**src/rtl/phold_core.sv**
```systemverilog
// rtl/phold_core.sv - single-core PHOLD event engine: loads LP timestamps, processes min event, logs it, reports GVT
module phold_core #(
  parameter int NUM_MC_PORTS = 1,
  parameter int RTNCTL_WIDTH = 32,
  parameter int NUM_LP       = 8,
  parameter int END_TIME     = 1000,
  parameter int LOG_DEPTH    = 256
) (
  input  logic                                 clk,
  input  logic                                 rst_n,
  input  logic [47:0]                          addr,
  output logic [13:0]                          gvt,
  output logic                                 rtn_vld,
  output logic [NUM_MC_PORTS-1:0]              mc_rq_vld,
  output logic [3*NUM_MC_PORTS-1:0]            mc_rq_cmd,
  output logic [4*NUM_MC_PORTS-1:0]            mc_rq_scmd,
  output logic [48*NUM_MC_PORTS-1:0]           mc_rq_vadr,
  output logic [2*NUM_MC_PORTS-1:0]            mc_rq_size,
  output logic [RTNCTL_WIDTH*NUM_MC_PORTS-1:0] mc_rq_rtnctl,
  output logic [64*NUM_MC_PORTS-1:0]           mc_rq_data,
  output logic [NUM_MC_PORTS-1:0]              mc_rq_flush,
  input  logic [NUM_MC_PORTS-1:0]              mc_rq_stall,
  input  logic [NUM_MC_PORTS-1:0]              mc_rs_vld,
  input  logic [3*NUM_MC_PORTS-1:0]            mc_rs_cmd,
  input  logic [4*NUM_MC_PORTS-1:0]            mc_rs_scmd,
  input  logic [RTNCTL_WIDTH*NUM_MC_PORTS-1:0] mc_rs_rtnctl,
  input  logic [64*NUM_MC_PORTS-1:0]           mc_rs_data,
  output logic [NUM_MC_PORTS-1:0]              mc_rs_stall
);

  localparam int IW = $clog2(NUM_LP);
  localparam int CW = IW + 1;
  localparam int LW = $clog2(LOG_DEPTH);
  localparam logic [2:0] CMD_RD = 3'd1, CMD_WR = 3'd2, RS_RD_DATA = 3'd2, RS_WR_CMP = 3'd3;

  typedef enum logic [2:0] {S_INIT_RD, S_INIT_WAIT, S_SELECT, S_WRITE, S_WAIT_WC, S_DONE} state_t;

  state_t      state_q;
  logic [13:0] slot_q [NUM_LP];
  logic [NUM_LP-1:0] issued_q, ret_q;
  logic [CW-1:0] rd_cnt_q;
  logic [31:0] evcnt_q;
  logic [15:0] lfsr_q;
  logic [13:0] gvt_q, ts_q;
  logic [IW-1:0] lp_q, rq_rtnctl_q;
  logic        rtn_vld_q, rq_vld_q;
  logic [2:0]  rq_cmd_q;
  logic [47:0] rq_vadr_q;
  logic [63:0] rq_data_q;

  logic [13:0] min_ts_d, next_ts_d;
  logic [IW-1:0] min_idx_d;
  logic [14:0] sum_d;
  logic [15:0] lfsr_d;
  logic        accept, rs_vld, rs_in_range, rd_ok, wc_ok;
  logic [IW-1:0] rs_idx;
  logic        unused_in;

  // Strict '<' keeps the lowest index on ties.
  always_comb begin
    min_ts_d  = slot_q[0];
    min_idx_d = '0;
    for (int i = 1; i < NUM_LP; i++) begin
      if (slot_q[i] < min_ts_d) begin
        min_ts_d  = slot_q[i];
        min_idx_d = IW'(i);
      end
    end
  end

  assign sum_d     = {1'b0, ts_q} + 15'd1 + {11'd0, lfsr_q[3:0]};
  assign next_ts_d = sum_d[14] ? 14'h3FFF : sum_d[13:0];
  assign lfsr_d    = {lfsr_q[14:0], lfsr_q[15] ^ lfsr_q[13] ^ lfsr_q[12] ^ lfsr_q[10]};

  assign accept      = rq_vld_q && !mc_rq_stall[0];
  assign rs_vld      = mc_rs_vld[0];
  assign rs_idx      = mc_rs_rtnctl[IW-1:0];
  assign rs_in_range = mc_rs_rtnctl[RTNCTL_WIDTH-1:0] < RTNCTL_WIDTH'(NUM_LP);
  // Only reads this run actually issued may fill a slot, so stale data from before a reset is dropped.
  assign rd_ok = rs_vld && (mc_rs_cmd[2:0] == RS_RD_DATA) && rs_in_range &&
                 issued_q[rs_idx] && !ret_q[rs_idx] &&
                 ((state_q == S_INIT_RD) || (state_q == S_INIT_WAIT));
  assign wc_ok = rs_vld && (mc_rs_cmd[2:0] == RS_WR_CMP) && (state_q == S_WAIT_WC);
  assign unused_in = ^{mc_rq_stall, mc_rs_vld, mc_rs_cmd, mc_rs_scmd, mc_rs_rtnctl, mc_rs_data, evcnt_q};

  always_ff @(posedge clk or negedge rst_n) begin
    if (!rst_n) begin
      state_q     <= S_INIT_RD;
      for (int i = 0; i < NUM_LP; i++) slot_q[i] <= '0;
      issued_q    <= '0;
      ret_q       <= '0;
      rd_cnt_q    <= '0;
      evcnt_q     <= '0;
      lfsr_q      <= 16'hACE1;
      gvt_q       <= '0;
      ts_q        <= '0;
      lp_q        <= '0;
      rtn_vld_q   <= 1'b0;
      rq_vld_q    <= 1'b0;
      rq_cmd_q    <= '0;
      rq_vadr_q   <= '0;
      rq_rtnctl_q <= '0;
      rq_data_q   <= '0;
    end else begin
      case (state_q)
        S_INIT_RD: begin
          if (accept) issued_q[rq_rtnctl_q] <= 1'b1;
          if (!rq_vld_q || accept) begin
            if (rd_cnt_q < CW'(NUM_LP)) begin
              rq_vld_q    <= 1'b1;
              rq_cmd_q    <= CMD_RD;
              rq_vadr_q   <= addr + 48'({rd_cnt_q, 3'b000});
              rq_rtnctl_q <= rd_cnt_q[IW-1:0];
              rq_data_q   <= '0;
              rd_cnt_q    <= rd_cnt_q + 1'b1;
            end else begin
              rq_vld_q <= 1'b0;
              state_q  <= S_INIT_WAIT;
            end
          end
        end
        S_INIT_WAIT: if (&ret_q) state_q <= S_SELECT;
        S_SELECT: begin
          gvt_q <= min_ts_d;
          if (min_ts_d >= 14'(END_TIME)) begin
            rtn_vld_q <= 1'b1;
            state_q   <= S_DONE;
          end else begin
            ts_q        <= min_ts_d;
            lp_q        <= min_idx_d;
            rq_vld_q    <= 1'b1;
            rq_cmd_q    <= CMD_WR;
            rq_vadr_q   <= addr + 48'(8 * NUM_LP) + 48'({evcnt_q[LW-1:0], 3'b000});
            rq_rtnctl_q <= '0;
            rq_data_q   <= {32'd0, 12'd0, 4'(min_idx_d), 2'b00, min_ts_d};
            state_q     <= S_WRITE;
          end
        end
        S_WRITE: begin
          if (accept) begin
            slot_q[lp_q] <= next_ts_d;
            lfsr_q       <= lfsr_d;
            evcnt_q      <= evcnt_q + 1'b1;
            rq_vld_q     <= 1'b0;
            state_q      <= S_WAIT_WC;
          end
        end
        S_WAIT_WC: if (wc_ok) state_q <= S_SELECT;
        S_DONE: ;
        default: state_q <= S_INIT_RD;
      endcase
      if (rd_ok) begin
        slot_q[rs_idx] <= mc_rs_data[13:0];
        ret_q[rs_idx]  <= 1'b1;
      end
    end
  end

  assign gvt         = gvt_q;
  assign rtn_vld     = rtn_vld_q;
  assign mc_rs_stall = '0;

  always_comb begin
    mc_rq_vld    = '0;
    mc_rq_cmd    = '0;
    mc_rq_scmd   = '0;
    mc_rq_vadr   = '0;
    mc_rq_size   = '0;
    mc_rq_rtnctl = '0;
    mc_rq_data   = '0;
    mc_rq_flush  = '0;
    mc_rq_vld[0]                     = rq_vld_q;
    mc_rq_cmd[2:0]                   = rq_cmd_q;
    mc_rq_vadr[47:0]                 = rq_vadr_q;
    mc_rq_size[1:0]                  = 2'd3;
    mc_rq_rtnctl[RTNCTL_WIDTH-1:0]   = RTNCTL_WIDTH'(rq_rtnctl_q);
    mc_rq_data[63:0]                 = rq_data_q;
  end

endmodule

```
**config.mk**
```make
export PLATFORM = sky130hd
export DESIGN_NAME = phold_core
export DESIGN_NICKNAME = d
export VERILOG_FILES = /design/src/rtl/phold_core.sv
export SDC_FILE = /design/constraint.sdc
export NUM_CORES = 1
export LEC_CHECK = 0
export ABC_AREA = 1
export BUFFER_PORTS_ARGS = -buffer_cell sky130_fd_sc_hd__buf_2
export CORE_MARGIN = 4
export CORE_UTILIZATION = 50
export CTS_BUF_LIST = sky130_fd_sc_hd__clkbuf_4 sky130_fd_sc_hd__clkbuf_8
export CTS_CLUSTER_DIAMETER = 60
export DETAILED_ROUTE_END_ITERATION = 10
export PLACE_DENSITY_LB_ADDON = 0.3
export SYNTH_ARGS = -nofsm -noshare
export SYNTH_HDL_FRONTEND = slang
export SYNTH_SLANG_ARGS = --single-unit
```
**constraint.sdc**
```tcl
create_clock -name clk -period 14.8 [get_ports clk]
set_input_delay 1.48 -clock clk [delete_from_list [all_inputs] [get_ports clk]]
set_output_delay 1.48 -clock clk [all_outputs]
set_load 0.01 [all_outputs]
```
==> flow_summary.toml, run 1 <==
[hold_path]
hold_class = "flop to flop"
worst_hold_path.num_cells = 2
hp-start = "lfsr_q[5]"

[route]
number_of_antenna_violating_nets_in_the_routed_design = 0
wl_um = 48700
ratio_of_routed_vias_to_standard_cells = 5.45
via_count = 15900
post_drt_wl_per_cell_um = 16.7
first_pass_iters = 6
drt-initial-drc-count = 1454
route.detailed.drc = 0

[synthesis]
cell_area_synth_mm2 = 0.0171
async_s_r_ff_share_synth_pct = 100
yosys.area.top_type_share_pct = 37.3
synth_area_leader_cell = "dfrtp_1"
synth-main-ff-cell = "dfrtp_1"
synth.distinct_cells = 55
synth_enable_flop_cells = 0
ys.warnings.count = 0
netlist_instances = 2263
syn_area_per_cell_um2 = 7.53
post_synth_main_area_contributors = "dfrtp_1 37%, nand2_1 13%, ha_1 7.7%"
share_of_synthesized_area_occupied_by_flip_flops_and_latches_pct = 38.5
ys_seq_elements = 262

[critical_path]
timing.critical_path.slowest_stage_cell = "buf_4"
path_delay_family = "simple AND/OR/NAND/NOR gates"
endpoint_kind = "flop"
worstPathMaxFanout = 42
worst_r2r_start = "slot_q[97]"
critical_path.max_stage_delay_ns = 0.51
critical_path_arrival_ns = 14.09
critPathRequiredTime_ns = 15.31
worst-setup-path-type = "flop to flop"
crit_path_frequent_cell = "nand2_1"
reg2regPathDepth = 66
path_buf_inv = 5
critPathLaunch = "slot_q[97]"
cp.depth = 66
start_kind = "flop"

[global_routing]
grt_start_max_net_pins = 128
track_usage_pct = 26.0
grt_pass1_wl_um = 77600
antenna_found_initial = 0
grt_pass1_vias = 15400
grt_remaining_overflow = 0

[placed_design]
numPlacedInstances = 2829
detailed_place_hpwl_um = 35500
place.gp.congestion = 0.932
count_of_input_and_output_buffers = 186
place_area_mm2 = 0.0180

[cts]
max_clock_buf_depth = 3
root_buffer = "clkbuf_8"
cts.sinks = 262
cts_inserted_buffers = 47
postCtsHoldBufs = 0
cts.reportedPaths.clkPinSlew_ns = 0.06
cts_tree = "built"
post_cts.repair.setup_buffers = 0
clock_latency_reported_for_the_late_side_of_the_worst_skew_pair_ns = 0.59
postCtsResizedCells = 0
cts-htree-levels = 2

[floorplanning]
die_area_mm2 = 0.0371
die-width_um = 193
placeableCoreArea_mm2 = 0.0336
floorplan.rows = 67
initial_core_util_pct = 50.7
ioPinCount = 326
height_of_the_die_um = 193

[sta]
final-hold-violation-count = 0
report.final.setup_viol = 0
clock.fmax_mhz = 73.6
final_max_slew_viol_count = 0
timing.max_slew.rel_slack_pct = 23.9
max_slew.worst_pin.slew_ns = 1.14
final.setup.tns_ns = 0
min_period_ns = 13.58
rsz0062_at_grt = "false"
final_min_period_over_clock_period_pct = 91.7
worst_skew_ns = 0.0285

[outcome]
result_of_the_run = "finished, final reports clean"

[layout]
areaGrowthSynthToFinish_pct = 11.3
fin_cells = 2915
num-nets-final = 2693
postLayoutCellArea_mm2 = 0.0190
drive_above_1_share_pct = 13.4

[flow_run]
cap_violations = 0
-- layer usage --
layer	global-route usage, %	vias up	wire length [um]
li1	-	7689	-
met1	33.2	7533	20100
met2	43.7	564	23300
met3	6.02	101	3940
met4	8.48	0	1390
met5	0	-	0
-- final cells by class --
type / count / area (um2)
Antenna cell: 1 / 2.50
Clock inverter: 6 / 51.3
Sequential cell: 262 / 6570
Inverter: 230 / 863
Fill cell: 3129 / 14600
Tap cell: 448 / 561
Clock buffer: 79 / 950
Multi-Input combinational cell: 1686 / 8910
Timing Repair Buffer: 203 / 1070
-- cell usage after synthesis (6+ instances only) --
master    number
a21oi_1       46
a31oi_1        7
buf_2          8
buf_4         91
buf_6          6
clkbuf_1      63
dfrtp_1      254
dfstp_2        8
ha_1         105
inv_1        225
nand2_1      574
nand2_2       11
nand2_4        6
nand3_1      141
nand4_1       20
nor2_1       182
nor3_1        33
nor4_1        13
o211ai_1      42
o21ai_0      224
o21ai_1       11
o21bai_1      11
o22ai_1       73
xnor2_1       18
xor2_1        31
-- sequential cells by signal (all words and copies together), names as in the netlist, 4 cells and up --
name,count
evcnt_q,8
gvt,14
issued_q,8
lfsr_q,16
mc_rq_data,17
mc_rq_vadr,48
rd_cnt_q,4
ret_q,8
slot_q,112
ts_q,14
-- per-stage QoR --
stage	hold slack, ns	setup slack, ns	util (%)
after global placement	0.443	1.89	53.5
after CTS	0.466	1.49	56.4
after detailed placement	0.454	1.57	53.5
final	0.463	1.22	56.5
after global routing	0.481	0.0227	56.4
after floorplan	0.419	3.73	-
-- path summary, 6_finish.rpt --
check,slack (ns),endpoint
max reg2reg,1.22,mc_rq_vadr[37]
min reg2reg,0.46,lfsr_q[5]
min,0.46,lfsr_q[5]
min in group asynchronous,1.00,slot_q[16]
max in group asynchronous,12.08,slot_q[6]
max,1.22,mc_rq_vadr[37]
-- logic make-up after synthesis --
group / count (synthesis) / share of synthesized area [%]
XOR/XNOR: 49 / 2.52
other: 2 / 0.0440
adder cells (fa/ha/maj): 108 / 8.06
multiplexers: 1 / 0.0587
buffers and inverters: 398 / 11.1
AND/OR/NAND/NOR: 993 / 24.3
flip-flops: 262 / 38.5
AO/OA/AOI/OAI: 450 / 15.4
-- worst reg2reg max path: cells and delay by family, from the launching register on --
kind | cells | cell delay, ns
simple gates | 42 | 7.04
compound gates | 12 | 2.56
fa+ha+maj | 7 | 2.39
buf+inv | 5 | 1.13
flops | 1 | 0.40
-- placed cells by master (no fill, tap or decap), drive strengths merged, types with 7 or more instances in the layout --
master and n:
o22ai 73, o21bai 11, a31oi 7, conb 85, ha 105, dfrtp 254, inv 231, clkbuf 79
o211ai 42, nand3 141, a21oi 51, xnor2 18, nand2 591, nor4 13, o21ai 235, nor3 33
buf 203, nor2 186, nand4 20, dfstp 8, xor2 31
Power of run 1 is not shown: default switching activity piles up to over one toggle a cycle in this logic, so the estimate is an artifact.
==> run 2: changes to the inputs <==
--- a/config.mk
+++ b/config.mk
@@ -5,8 +5,9 @@
 export SDC_FILE = /design/constraint.sdc
 export NUM_CORES = 1
 export LEC_CHECK = 0
-export ABC_AREA = 1
+export ABC_AREA = 0
 export BUFFER_PORTS_ARGS = -buffer_cell sky130_fd_sc_hd__buf_2
+export CAP_MARGIN = 20
 export CORE_MARGIN = 4
 export CORE_UTILIZATION = 50
 export CTS_BUF_LIST = sky130_fd_sc_hd__clkbuf_4 sky130_fd_sc_hd__clkbuf_8
==> flow_summary.toml, run 2 <==
[outcome]
result_of_the_run = "finished, final reports clean"

[global_routing]
track_usage_pct = 24.2
grt_start_max_net_pins = 179
grt_pass1_wl_um = 76300
antenna_found_initial = 2
grt_remaining_overflow = 0
grt_pass1_vias = 14600

[sta]
final.setup.tns_ns = 0
final_max_slew_viol_count = 0
min_period_ns = 14.23
worst_skew_ns = 0.0256
max_slew.worst_pin.slew_ns = 1.11
report.final.setup_viol = 0
timing.max_slew.rel_slack_pct = 26.0
final-hold-violation-count = 0
clock.fmax_mhz = 70.3
final_min_period_over_clock_period_pct = 96.2

[synthesis]
ys.warnings.count = 0
yosys.area.top_type_share_pct = 36.2
syn_area_per_cell_um2 = 8.78
synth_top_family_by_area = "simple AND/OR/NAND/NOR gates"
synth_most_common_cell = "nand2_1"
synth_area_leader_cell = "dfrtp_1"
adder_cell_fraction_of_synth_area_pct = 7.93
cell_area_synth_mm2 = 0.0176
synth.distinct_cells = 80
netlist_instances = 2001
synth-main-ff-cell = "dfrtp_1"
synth_enable_flop_cells = 0
async_s_r_ff_share_synth_pct = 100
post_synth_mux_area_share_pct = 10.6
ys_seq_elements = 262
post_synth_main_area_contributors = "dfrtp_1 36%, ha_1 7.5%, nand2_1 5.8%"
synth_top_cells_by_count = "273 x nand2_1, 254 x dfrtp_1, 190 x o21ai_0"
share_of_synthesized_area_occupied_by_flip_flops_and_latches_pct = 37.4
synth-compound-area-share_pct = 15.4
synthSimpleGateAreaFrac_pct = 16.1
synth_xor_area_share_pct = 3.74

[layout]
drive_above_1_share_pct = 25.4
total_area_of_multi_input_combinational_cells_mm2 = 0.0102
largest-register = "slot_q"
nFillCells = 2942
num-nets-final = 2515
mostFrequentLayoutCells = "271 x nand2_1, 254 x dfrtp_1, 186 x buf_2"
final_common_cell = "nand2_1"
insertedDiodeCount = 0
largest_register_ff_count = 112
ff_latch_area_mm2 = 0.00657
areaGrowthSynthToFinish_pct = 18.6

[critical_path]
reg2reg_setup_slack_ns = 0.57
worst_r2r_start = "slot_q[85]"
endpoint_kind = "flop"
r2r_end = "mc_rq_vadr[16]"
worstSetupEndpoint = "mc_rq_vadr[16]"
path_buf_inv = 16
timing.critical_path.slowest_stage_cell = "o41a_1"
path_delay_family = "compound AO/OA/AOI/OAI gates"
reg2regPathDepth = 71
worstPathMaxFanout = 11
cp.depth = 71
critical_path.max_stage_delay_ns = 0.51
worst-setup-path-type = "flop to flop"
critical_path_arrival_ns = 14.70
start_kind = "flop"
critPathLaunch = "slot_q[85]"
critPathRequiredTime_ns = 15.27

[cts]
max_clock_buf_depth = 3
cts_inserted_buffers = 48
cts-htree-levels = 2
cts.sinks = 262
cts.reportedPaths.clkPinSlew_ns = 0.06
cts_tree = "built"
postCtsHoldBufs = 0
clock_latency_reported_for_the_late_side_of_the_worst_skew_pair_ns = 0.60
root_buffer = "clkbuf_8"

[route]
drt-initial-drc-count = 1042
wl_um = 49400
via_count = 15200
post_drt_wl_per_cell_um = 18.0
ratio_of_routed_vias_to_standard_cells = 5.53
first_pass_iters = 5
route.detailed.drc = 0
number_of_antenna_violating_nets_in_the_routed_design = 0

[floorplanning]
height_of_the_die_um = 195
die-width_um = 195
ioPinCount = 326
die_area_mm2 = 0.0382
floorplan.rows = 68
initial_core_util_pct = 50.7
placeableCoreArea_mm2 = 0.0346

[placed_design]
count_of_input_and_output_buffers = 186
detailed_place_hpwl_um = 35600
place.gp.congestion = 0.927

[hold_path]
hold_class = "flop to flop"
worst_hold_path.num_cells = 2

[flow_run]
cap_violations = 0
==> run 2: cell types whose count changed after synthesis, moves of 54 or more <==
cell,before,now
a21oi_1,46,131
o22ai_1,73,15
nand3_1,141,36
mux2i_1,1,55
inv_1,225,122
mux2_2,0,61
nand2_1,574,273
==> run 2: worst reg2reg max path: cells and delay by family (launching register included) <==
family | cells | cell delay (ns)
adders and majority gates | 7 | 1.97
DFF | 1 | 0.41
muxes | 4 | 1.11
AOI/OAI and AO/OA | 28 | 5.74
and+or+nand+nor | 16 | 2.75
buffers and inverters | 16 | 2.13
==> run 2: worst min path at each step <==
stage / start / to
final: issued_q[1] / issued_q[1]
after global routing: lfsr_q[11] / lfsr_q[11]
after CTS: issued_q[7] / issued_q[7]
after detailed placement: issued_q[1] / issued_q[1]
after global placement: issued_q[6] / issued_q[6]
after floorplan: issued_q[6] / issued_q[6]
==> run 2: final cells by class <==
type | instances | share of cell area (%)
multi-input cells | 1520 | 48.9
flip-flops and latches | 262 | 31.5
repair buffers | 298 | 9.23
clock buffers | 71 | 4.45
well taps | 455 | 2.73
inverters | 122 | 2.20
clock inverters | 17 | 0.972
==> run 2: logic make-up after synthesis <==
kind of cell / Yosys count
buffers and inverters: 304
multiplexers: 164
AO/OA/AOI/OAI: 456
adder cells (fa/ha/maj): 110
flip-flops: 262
AND/OR/NAND/NOR: 628
other: 2
XOR/XNOR: 75
==> run 2: timing repair <==
item | in CTS | in global routing
gates cloned | 1 | 6
pin swaps | 1 | 28
resized for setup | 4 | 89
setup endpoints to repair | 86 | 105
setup buffers | 0 | 27
==> run 2: per-layer routing <==
layer,wire (um),vias up,global-route usage (%),part of all wire [%]
li1,-,7290,-,-
met1,21200,7276,32.4,43
met2,23500,492,39.6,48
met3,2950,110,4.24,6.0
met4,1700,4,8.95,3.4
met5,15,-,0,0.030
==> run 2: per-stage QoR <==
step                util (%)  instances  setup slack, ns  hold slack [ns]  area (um2)
finish                  60.2       2745            0.566            0.457       20800
global route            60.2       2745           -0.130            0.483       20800
floorplan                  -       2084           0.0112            0.414       17900
CTS                     58.2       2711           0.0105            0.460       20100
detailed placement      54.8       2622           -0.169            0.447       19000
global placement        54.8       2622            0.120            0.424       19000
Power of run 2 is left out for the same reason.
==> run 3: changes to the inputs <==
--- a/config.mk
+++ b/config.mk
@@ -5,7 +5,7 @@
 export SDC_FILE = /design/constraint.sdc
 export NUM_CORES = 1
 export LEC_CHECK = 0
-export ABC_AREA = 0
+export ABC_AREA = 1
 export BUFFER_PORTS_ARGS = -buffer_cell sky130_fd_sc_hd__buf_2
 export CAP_MARGIN = 20
 export CORE_MARGIN = 4
@@ -13,6 +13,7 @@
 export CTS_BUF_LIST = sky130_fd_sc_hd__clkbuf_4 sky130_fd_sc_hd__clkbuf_8
 export CTS_CLUSTER_DIAMETER = 60
 export DETAILED_ROUTE_END_ITERATION = 10
+export MAX_ROUTING_LAYER = met4
 export PLACE_DENSITY_LB_ADDON = 0.3
 export SYNTH_ARGS = -nofsm -noshare
 export SYNTH_HDL_FRONTEND = slang
==> constraint.sdc (replaced) <==
create_clock -name clk -period 14.8 [get_ports clk]
set_input_delay 2.22 -clock clk [delete_from_list [all_inputs] [get_ports clk]]
set_output_delay 2.22 -clock clk [all_outputs]
set_load 0.01 [all_outputs]
==> flow_summary.toml, run 3 (same netlist as run 1, synthesis figures left out) <==
[outcome]
result_of_the_run = "finished, final reports clean"

[layout]
mostFrequentLayoutCells = "574 x nand2_1, 254 x dfrtp_1, 225 x inv_1"
drive_above_1_share_pct = 13.3
largest_register_ff_count = 112
largest-register = "slot_q"
final_common_cell = "nand2_1"
num-nets-final = 2694
areaGrowthSynthToFinish_pct = 11.4
fin_cells = 2912

[floorplanning]
placeableCoreArea_mm2 = 0.0336
floorplan.rows = 67
initial_core_util_pct = 50.7
die-width_um = 193
height_of_the_die_um = 193
die_area_mm2 = 0.0371
ioPinCount = 326

[cts]
cts_inserted_buffers = 47
cts.sinks = 262
post_cts.repair.setup_buffers = 0
max_clock_buf_depth = 3
postCtsResizedCells = 0
cts.reportedPaths.clkPinSlew_ns = 0.06
postCtsHoldBufs = 0
root_buffer = "clkbuf_8"
cts_tree = "built"
cts-htree-levels = 2
clock_latency_reported_for_the_late_side_of_the_worst_skew_pair_ns = 0.59

[placed_design]
detailed_place_hpwl_um = 35800
numPlacedInstances = 2830
count_of_input_and_output_buffers = 186
place.gp.congestion = 0.944

[sta]
worst_skew_ns = 0.0371
final_min_period_over_clock_period_pct = 90.6
max_slew.worst_pin.slew_ns = 1.09
min_period_ns = 13.40
final.setup.tns_ns = 0
report.final.setup_viol = 0
timing.max_slew.rel_slack_pct = 26.6
rsz0062_at_grt = "false"
final_max_slew_viol_count = 0
final-hold-violation-count = 0
clock.fmax_mhz = 74.6

[global_routing]
grt_remaining_overflow = 0
use_met1_pct = 33.5
grt_start_max_net_pins = 130
antenna_found_initial = 1
grt_pass1_wl_um = 77900
globalRouteMet3Util_pct = 5.64
globalRouteMet2Util_pct = 42.8
track_usage_pct = 26.8
grt_pass1_vias = 15400
gr-max-usage-layer = "met2"

[critical_path]
critPathLaunch = "slot_q[97]"
r2r_end = "mc_rq_vadr[12]"
reg2reg_setup_slack_ns = 1.40
endpoint_kind = "flop"
timing.critical_path.slowest_stage_cell = "buf_4"
worstPathMaxFanout = 51
critical_path.max_stage_delay_ns = 0.54
crit_path_frequent_cell = "nand2_1"
critPathRequiredTime_ns = 15.32
critical_path_arrival_ns = 13.92
worst-setup-path-type = "flop to flop"
path_buf_inv = 5
start_kind = "flop"
reg2regPathDepth = 68
worst_r2r_start = "slot_q[97]"
path_delay_family = "simple AND/OR/NAND/NOR gates"

[route]
first_pass_iters = 6
via_count = 15900
route.detailed.drc = 0
ratio_of_routed_vias_to_standard_cells = 5.46
wl_um = 49200
post_drt_wl_per_cell_um = 16.9
number_of_antenna_violating_nets_in_the_routed_design = 0
drt-initial-drc-count = 1171

[hold_path]
worst_hold_path.num_cells = 2
hp-start = "rtn_vld"
hold_class = "flop to flop"
min_delay_worst_endpoint = "rtn_vld"

[flow_run]
cap_violations = 0
==> run 3: changes by cell type in the layout (fill, tap and decap cells not counted), moves of 36 or more <==
cell	previous run	this run
inv_1	118	225
o22ai_1	15	73
buf_4	97	18
mux2i_1	46	1
a21oi_1	106	46
nand2_1	271	574
nand3_1	34	141
mux2_2	61	0
o21ai_0	182	224
nor2_1	144	180
==> run 3: layout make-up <==
cell class | instances | area, um2
multi-input cells | 1686 | 8910
repair buffers | 204 | 1080
clock inverters | 14 | 140
fillers | 3135 | 14600
flip-flops and latches | 262 | 6570
inverters | 230 | 863
clock buffers | 67 | 872
diodes | 1 | 2.50
well taps | 448 | 561
==> run 3: metrics by stage <==
step	setup slack, ns	cell area (um2)	utilization (%)	hold slack, ns
after floorplan	3.73	17400	-	0.419
after global placement	1.85	18000	53.5	0.443
after detailed placement	1.68	18000	53.5	0.449
after CTS	1.65	19000	56.5	0.465
after global routing	0.0811	19000	56.5	0.489
final	1.40	19000	56.5	0.462
==> run 3: worst max-delay path by stage <==
stage	endpoint	slack, ns	cells after the start
2_1_floorplan	mc_rq_cmd[1]	3.73	72
3_3_place_gp	ts_q[7]	1.85	65
3_5_place_dp	mc_rq_vadr[12]	1.68	68
4_1_cts	mc_rq_vadr[33]	1.65	67
5_1_grt	mc_rq_vadr[22]	0.08	69
6_report	mc_rq_vadr[12]	1.40	68
==> run 3: layer usage <==
metal  share of wire, %  vias up
met3                7.8      139
met2                 47      601
met4                4.0        0
met1                 41     7476
met5                  0        -
li1                   -     7680
==> run 3: worst min-delay path: cells and delay by family (launching register included) <==
kind | cells | cell delay [ns]
flip-flops | 1 | 0.34
AND/OR/NAND/NOR | 1 | 0.05
buffers and inverters | 1 | 0.04
Power of run 3 is left out for the same reason.
